<file path="config.mk">
export PLATFORM = sky130hd
export DESIGN_NAME = multicycle_ctrl_fsm
export DESIGN_NICKNAME = d
export VERILOG_FILES = /design/src/rtl/riscv_ctrl_pkg.sv /design/src/rtl/access_wait_timer.sv /design/src/rtl/multicycle_ctrl_fsm.sv
export SDC_FILE = /design/constraint.sdc
export NUM_CORES = 1
export LEC_CHECK = 0
export ABC_CLOCK_PERIOD_IN_PS = 2300
export CAP_MARGIN = 30
export CORE_UTILIZATION = 31
export CTS_CLUSTER_SIZE = 10
export DETAILED_ROUTE_END_ITERATION = 6
export DONT_BUFFER_PORTS = 1
export HOLD_SLACK_MARGIN = 0.03
export PLACE_DENSITY = 0.46
export SYNTH_ARGS = -nofsm -noshare
export SYNTH_HDL_FRONTEND = slang
export SYNTH_HIERARCHICAL = 1
export SYNTH_SLANG_ARGS = --single-unit
</file>
<file path="constraint.sdc">
create_clock -name clk -period 2.3 [get_ports clk]
set_input_delay 0.69 -clock clk [delete_from_list [all_inputs] [get_ports clk]]
set_output_delay 0.69 -clock clk [all_outputs]
set_load 0.05 [all_outputs]
</file>
<file path="src/rtl/riscv_ctrl_pkg.sv">
// rtl/riscv_ctrl_pkg.sv - shared opcode, ALU, trap-cause and state encodings
// Used by the control FSM, the datapath and the immediate unit.
package riscv_ctrl_pkg;

  localparam logic [6:0] OP_LOAD   = 7'b0000011;
  localparam logic [6:0] OP_STORE  = 7'b0100011;
  localparam logic [6:0] OP_BRANCH = 7'b1100011;

  localparam logic [1:0] ALU_ADD = 2'b00;
  localparam logic [1:0] ALU_SUB = 2'b01;

  localparam logic [1:0] TRAP_NONE    = 2'b00;
  localparam logic [1:0] TRAP_ILLEGAL = 2'b01;
  localparam logic [1:0] TRAP_IMEM_TO = 2'b10;
  localparam logic [1:0] TRAP_DMEM_TO = 2'b11;

  typedef enum logic [2:0] {
    ST_FETCH  = 3'd0,
    ST_DECODE = 3'd1,
    ST_EXEC   = 3'd2,
    ST_MEM    = 3'd3,
    ST_WB     = 3'd4,
    ST_TRAP   = 3'd5
  } state_t;

  // Opcodes the multi-cycle core knows how to sequence.
  function automatic logic op_supported(input logic [6:0] op);
    return (op == OP_LOAD) || (op == OP_STORE) || (op == OP_BRANCH);
  endfunction

endpackage

</file>
<file path="src/rtl/access_wait_timer.sv">
// rtl/access_wait_timer.sv - wait-cycle counter shared by instruction and data accesses
// Ports: clk, rst (async, active-high), clr (zero the count), en (a wait cycle
// is in progress), expired (this wait cycle is the TIMEOUT-th consecutive one).
module access_wait_timer #(
  parameter logic [15:0] TIMEOUT = 16'd255
) (
  input  logic clk,
  input  logic rst,
  input  logic clr,
  input  logic en,
  output logic expired
);

  logic [15:0] count;

  always_ff @(posedge clk or posedge rst) begin
    if (rst) begin
      count <= '0;
    end else if (clr) begin
      count <= '0;
    end else if (en) begin
      count <= count + 16'd1;
    end
  end

  // count holds the number of earlier wait cycles, so the current cycle is
  // wait number count+1. A ready arriving in that cycle drops en and wins.
  assign expired = en && (count == TIMEOUT - 16'd1);

endmodule

</file>
<file path="src/rtl/multicycle_ctrl_fsm.sv">
// rtl/multicycle_ctrl_fsm.sv - multi-cycle control FSM for LD/SD/BEQ
// Inputs : clk, reset (async, active-high), opcode[6:0], alu_zero,
//          imem_ready, dmem_ready.
// Outputs: imem_req, dmem_req, dmem_we, ir_write, pc_write, pc_src, alu_src,
//          alu_op[1:0], reg_write, mem_to_reg (all decoded from state/inputs),
//          trap, trap_cause[1:0] (sticky), instret[CNT_W-1:0].
module multicycle_ctrl_fsm
  import riscv_ctrl_pkg::*;
#(
  parameter logic [15:0] TIMEOUT = 16'd255,
  parameter int          CNT_W   = 32
) (
  input  logic             clk,
  input  logic             reset,
  input  logic [6:0]       opcode,
  input  logic             alu_zero,
  input  logic             imem_ready,
  input  logic             dmem_ready,
  output logic             imem_req,
  output logic             dmem_req,
  output logic             dmem_we,
  output logic             ir_write,
  output logic             pc_write,
  output logic             pc_src,
  output logic             alu_src,
  output logic [1:0]       alu_op,
  output logic             reg_write,
  output logic             mem_to_reg,
  output logic             trap,
  output logic [1:0]       trap_cause,
  output logic [CNT_W-1:0] instret
);

  state_t     state, next_state;
  logic [6:0] op_q;
  logic       trap_q;
  logic [1:0] cause_q;
  logic       retire;
  logic       set_trap;
  logic [1:0] next_cause;
  logic       wait_en;
  logic       wait_expired;

  // Waiting is decided outside the decoder so the timer's expired output does
  // not form a combinational loop back through the next-state logic.
  assign wait_en = ((state == ST_FETCH) && !imem_ready) ||
                   ((state == ST_MEM)   && !dmem_ready);

  access_wait_timer #(.TIMEOUT(TIMEOUT)) u_timer (
    .clk     (clk),
    .rst     (reset),
    .clr     (!wait_en),
    .en      (wait_en),
    .expired (wait_expired)
  );

  always_comb begin
    next_state = state;
    retire     = 1'b0;
    set_trap   = 1'b0;
    next_cause = TRAP_NONE;
    imem_req   = 1'b0;
    dmem_req   = 1'b0;
    dmem_we    = 1'b0;
    ir_write   = 1'b0;
    pc_write   = 1'b0;
    pc_src     = 1'b0;
    alu_src    = 1'b0;
    alu_op     = ALU_ADD;
    reg_write  = 1'b0;
    mem_to_reg = 1'b0;

    case (state)
      ST_FETCH: begin
        imem_req = 1'b1;
        if (imem_ready) begin
          ir_write   = 1'b1;
          next_state = ST_DECODE;
        end else if (wait_expired) begin
          set_trap   = 1'b1;
          next_cause = TRAP_IMEM_TO;
          next_state = ST_TRAP;
        end
      end
      ST_DECODE: begin
        if (op_supported(opcode)) begin
          next_state = ST_EXEC;
        end else begin
          set_trap   = 1'b1;
          next_cause = TRAP_ILLEGAL;
          next_state = ST_TRAP;
        end
      end
      ST_EXEC: begin
        if (op_q == OP_BRANCH) begin
          alu_op     = ALU_SUB;
          pc_write   = 1'b1;
          pc_src     = alu_zero;
          retire     = 1'b1;
          next_state = ST_FETCH;
        end else begin
          alu_src    = 1'b1;
          next_state = ST_MEM;
        end
      end
      ST_MEM: begin
        dmem_req = 1'b1;
        dmem_we  = (op_q == OP_STORE);
        if (dmem_ready) begin
          if (op_q == OP_STORE) begin
            pc_write   = 1'b1;
            retire     = 1'b1;
            next_state = ST_FETCH;
          end else begin
            next_state = ST_WB;
          end
        end else if (wait_expired) begin
          set_trap   = 1'b1;
          next_cause = TRAP_DMEM_TO;
          next_state = ST_TRAP;
        end
      end
      ST_WB: begin
        reg_write  = 1'b1;
        mem_to_reg = 1'b1;
        pc_write   = 1'b1;
        retire     = 1'b1;
        next_state = ST_FETCH;
      end
      ST_TRAP: begin
        next_state = ST_TRAP;
      end
      default: begin
        next_state = ST_FETCH;
      end
    endcase

    // Outputs follow reset immediately so an in-flight access is abandoned
    // without waiting for a clock edge.
    if (reset) begin
      imem_req   = 1'b0;
      dmem_req   = 1'b0;
      dmem_we    = 1'b0;
      ir_write   = 1'b0;
      pc_write   = 1'b0;
      pc_src     = 1'b0;
      alu_src    = 1'b0;
      alu_op     = ALU_ADD;
      reg_write  = 1'b0;
      mem_to_reg = 1'b0;
    end
  end

  always_ff @(posedge clk or posedge reset) begin
    if (reset) begin
      state   <= ST_FETCH;
      op_q    <= '0;
      trap_q  <= 1'b0;
      cause_q <= TRAP_NONE;
      instret <= '0;
    end else begin
      state <= next_state;
      // Later stages use this copy so IR changes after DECODE are harmless.
      if (state == ST_DECODE) begin
        op_q <= opcode;
      end
      if (set_trap) begin
        trap_q  <= 1'b1;
        cause_q <= next_cause;
      end
      if (retire) begin
        instret <= instret + CNT_W'(1);
      end
    end
  end

  assign trap       = trap_q;
  assign trap_cause = cause_q;

endmodule

</file>
# --- Word level (Yosys, flattened, before mapping) ---
# Index checks and enable logic that the tools add are counted.
op_classes:
  n_addsub: 2
  eq_ne: 11
  muxes: 44
  reduce_logical: 9
op_table:
  columns: ["cell", "n"]
  rows:
  - ["32-bit by 1-bit adder with 32-bit output (second input constant)", 1]
  - ["1-bit 2-to-1 mux", 28]
  - ["16-bit by 1-bit adder with 16-bit output (second input constant)", 1]
  - ["16-bit by 8-bit == test with 1-bit output (second input constant)", 1]
  - ["16-bit 2-to-1 mux", 1]
  - ["3-bit 2-to-1 mux", 5]
  - ["3-bit one-hot mux with 5 select lines", 1]
  - ["7-bit by 6-bit == test with 1-bit output (second input constant)", 2]
  - ["7-bit == test (second input constant)", 2]
  - ["2-bit 2-to-1 mux", 6]
  - ["7-bit by 2-bit == test with 1-bit output (second input constant)", 1]
  - ["3-bit by 2-bit == test with 1-bit output (second input constant)", 2]
  - ["3-bit == test (second input constant)", 2]
  - ["1-bit one-hot mux with 3 select lines", 2]
  - ["2-bit one-hot mux with 3 select lines", 1]
  - ["3-bit by 1-bit == test with 1-bit output (second input constant)", 1]
  - ["1-bit logical AND", 3]
  - ["3-bit logical NOT", 1]
  - ["1-bit logical OR", 3]
  - ["1-bit logical NOT", 2]
totals:
  reg_bits: 61
  in_bits: 12
  out_inout_bits: 46
  word_cells: 72

# --- Depth between registers and ports, before layout ---
depth:
  depth_word: 7
  depth_mapped: 11
  ltp_nobuf: 9

# --- Cells and area by module ---
# Netlist, hierarchy kept.
by_module_without_submodules:
  columns: ["module", "n_inst", "cells_per_inst", "area_each_um2", "seq_area_each_um2"]
  rows:
  - ["multicycle_ctrl_fsm", 1, 221, 2297.2, 1126.1]
  - ["access_wait_timer", 1, 88, 850.8, 400.4]

# --- Worst setup path after synthesis ---
# OpenSTA, ideal clock, no wires.
synth_timing:
  kind: "in2out"
  from: "in reset"
  to: "out ir_write"
  t_arrival_ps: 2781
  t_required_ps: 1610
  setup_slack_ps: -1171
  path_stages: 2
  path_buffers: 0
  cell_sequence: "nor4_1 and2_1"
synth_via:
  elab_chain_len: 1
synth_rtl:
  columns: ["item", "line_no", "source"]
  rows:
  - ["start, declared", "multicycle_ctrl_fsm.sv:14", "input logic reset,"]
  - ["1-bit 2-to-1 mux", "multicycle_ctrl_fsm.sv:140", "if (reset) begin"]
  - ["end, declared", "multicycle_ctrl_fsm.sv:22", "output logic ir_write,"]
# Every way passes these cells.

# --- Worst setup path in the final report ---
layout_timing:
  from: "reg op_q[3]"
  to: "out dmem_we"
layout_via:
  elab_chain_len: 3
layout_rtl:
  columns: ["item", "line_no", "source"]
  rows:
  - ["start, declared", "multicycle_ctrl_fsm.sv:35", "logic [6:0] op_q;"]
  - ["start signal, assigned", "multicycle_ctrl_fsm.sv:165", "op_q <= opcode;"]
  - ["7-bit by 6-bit == test with 1-bit output", "multicycle_ctrl_fsm.sv:108", "dmem_we = (op_q == OP_STORE);"]
  - ["1-bit 2-to-1 mux", "multicycle_ctrl_fsm.sv:73", "case (state)"]
  - ["1-bit 2-to-1 mux", "multicycle_ctrl_fsm.sv:140", null]
  - ["end, declared", "multicycle_ctrl_fsm.sv:21", "output logic dmem_we,"]
# Every way passes these cells.

==> impl_metrics.ini <==
[yosys]
synthCells = 309
seq_area_frac_synth_pct = 48.5
ys_seq_elements = 61
ys_warn_count = 6
syn_avg_cell_area_um2 = 10.2
async_reset_ff_share_pct = 100
syn_area_um2 = 3150
synth_cell_types = 48
synth_fp_nets = 324
yosys-top-cells-area = dfrtp_1, xor2_1, xnor2_1
yosysTopAreaCell = dfrtp_1
synth_edf_count = 0
synth_ff_type = dfrtp_1
yosysTopAreaCellShare_pct = 48.5

[finish]
antennaDiodeCount = 0
fin_nets = 391
final_util_pct = 42.3
drive_gt1_share_pct = 36.5
area_delta_synth_final_pct = 32.0
fill_cells = 993

[outcome]
violations = setup timing
status = finished, violations left

[global_route]
grt_pass1_vias = 2408
grt_remaining_overflow = 0
grt_pass1_wl_um = 11600
antenna_found_initial = 0
grt_max_degree = 25
grt.total_usage_pct = 14.4

[timing]
slew_headroom_pct = 57.2
finalCritPeriodShare_pct = 100
rsz0062_at_grt = true
slew_violations = 0
clock.fmax_mhz = 433
finalSetupTns_ns = -0.00691
setup_slack_ns = -0.00691
finClkSkew_ns = 0.0118
worstMarginPinSlew_ns = 0.641
hold_viol_final = 0
setup_viol = 1
min_period_ns = 2.31

[min_path]
hp-class = in -> async

[worst_setup_path]
max_stage_delay_ns = 0.43
worstPathRequired_ns = 1.61
cp_top_family = simple AND/OR/NAND/NOR gates
timing_worst_setup_path_type = reg -> out
r2r-end = u_timer/count[14]
arrival_ns = 1.62
crit_fanout = 3
crit_slowest_cell = dfrtp_1
reg2reg_from = state[0]
reg2reg_depth = 8
startpoint_type = flip-flop
endpoint_kind = primary output
rrSetupSlack_ns = 0.14
critical_path_buf_inv_count = 2
cp_cell_sequence = nor4_4 -> buf_4 -> nand2b_4 -> nor2b_4 -> buf_12

[clock_network]
cts_tree = built
clk_pin_slew_ns = 0.07
root_buffer = clkbuf_8
clockBufferDepth = 2
clk_latency_ns = 0.34
cts_buffers = 9
clock_sinks = 61
htree_levels = 3
hold_buffers = 0

[power_and_ir_drop]
vdd_drop_max_v = 0.000448
leakagePower_nw = 1.84
power_density_nw_per_um2 = 789

[drt]
drt-pass1-iter-count = 5
drtAntennaViolNets = 0
detail_route.drc_violations = 0
via_per_inst = 4.70
drt-total-wl_um = 7060
vias = 2416
drt-initial-drc-count = 51
wl_per_cell_um = 13.7

[floorplanning]
die_y_um = 103
core_um2 = 9820
die_w_um = 103
ios = 58
rows = 36
dieArea_um2 = 10600
start_util_pct = 32.1

[placed_design]
post-place-ws_ns = -0.0488
dp_hpwl_um = 5090
gp_congestion = 0.759
io_buffers = 0

[flow_run]
cap_viol_max_count = 0
[metrics by stage]
step | hold slack [ns] | area [um2] | power (mW) | instances
floorplan | 0.472 | 3230 | 1.95 | 309
global placement | 0.491 | 3810 | 2.26 | 488
detailed placement | 0.497 | 3810 | 2.26 | 488
CTS | 0.272 | 4100 | 3.28 | 512
global route | 0.305 | 4160 | 3.46 | 514
finish | 0.273 | 4160 | 3.28 | 514
[sequential cells by signal, indices dropped and copies added (netlist names)]
| name | cells |
|---|---|
| u_timer/count | 16 |
| state | 3 |
| trap | 1 |
| trap_cause | 2 |
| instret | 32 |
| op_q | 7 |
[synth_stat cells (3+ instances only)]
library cell   n
nor2b_1        4
a21oi_1        8
buf_2          5
ha_1           3
xnor2_1       15
nand2b_1       4
nor4_1         7
o21ai_0        8
and3_1         3
nor3_2         9
nand3_1       15
dfrtp_1       61
inv_1         20
and2_1         3
buf_4          3
nor2_1        32
nand4_1        7
nor3_1        11
nand2_1       20
mux2_2         8
xor2_1        26
[cell type report]
cell class	count	area [um2]	share of cell area [%]
inverters	20	75.1	1.81
repair buffers	68	564	13.6
well taps	133	166	4.00
flip-flops and latches	61	1530	36.8
clock buffers	12	155	3.73
clock inverters	4	22.5	0.542
multi-input cells	216	1640	39.5
[cells in the final DEF (no fill, tap or decap), drive strengths merged, types with 2 or more instances in the layout]
cell type   n
nor2       32
inv        20
nand2      20
nand3      15
mux2        8
ha          3
clkbuf     12
o21ai       8
nand3b      2
xor2       26
nand2b      4
buf        68
and3        3
nor4        9
nand4       9
or4         3
and2        3
nor3b       2
xnor2      15
o211ai      3
a31o        2
nor2b       4
a211oi      2
a21oi       8
or3         3
clkinv      3
dfrtp      61
nor3       20
[report_power, final]
part / leakage [nW] / total, mW / internal [mW] / switching [mW]
Sequential: 0.773 / 1.31 / 1.20 / 0.114
Combinational: 0.973 / 1.11 / 0.505 / 0.608
Clock: 0.0921 / 0.856 / 0.444 / 0.411
Total: 1.84 / 3.28 / 2.14 / 1.13
[cell families (layout without fill, tap and decap cells)]
family / Yosys count / in the layout / share of synthesized area (%)
buffers and inverters: 32 / 104 / 4.61
AO/OA/AOI/OAI: 30 / 30 / 6.68
other: 1 / 1 / 0.119
adder cells (fa/ha/maj): 3 / 3 / 1.19
multiplexers: 8 / 8 / 2.86
flip-flops: 61 / 61 / 48.5
AND/OR/NAND/NOR: 133 / 133 / 24.6
XOR/XNOR: 41 / 41 / 11.4
[worst reg2reg max path, cell delays in order, from the launching register on]
cell and delay, ns:
dfrtp_2 0.46, buf_6 0.14, nor3_1 0.17, a31oi_1 0.07, nor2_2 0.16, o21ai_1 0.11, or4_4 0.50, or3_1 0.36
a21oi_1 0.14
[per-layer routing]
layer	GRT usage, %	vias up	part of all wire [%]
li1	-	1191	-
met1	19.4	1185	48
met2	21.5	32	47
met3	4.14	8	4.4
met4	6.50	0	1.3
met5	0	-	0
[worst max-delay path by stage]
stage          cells after the start           endpoint        from
2_1_floorplan                      2           ir_write       reset
3_3_place_gp                       7  u_timer/count[14]  imem_ready
3_5_place_dp                       7  u_timer/count[14]  imem_ready
4_1_cts                            6            dmem_we     op_q[4]
5_1_grt                            5            dmem_we     op_q[3]
6_report                           5            dmem_we     op_q[3]
[what timing repair did]
action                                  in CTS  in global routing
endpoints found under the setup margin       7                 21
pin swaps                                    7                  9
resized for setup                           10                 11
setup buffers                                9                  2
Power figures use the tool's default switching activity.
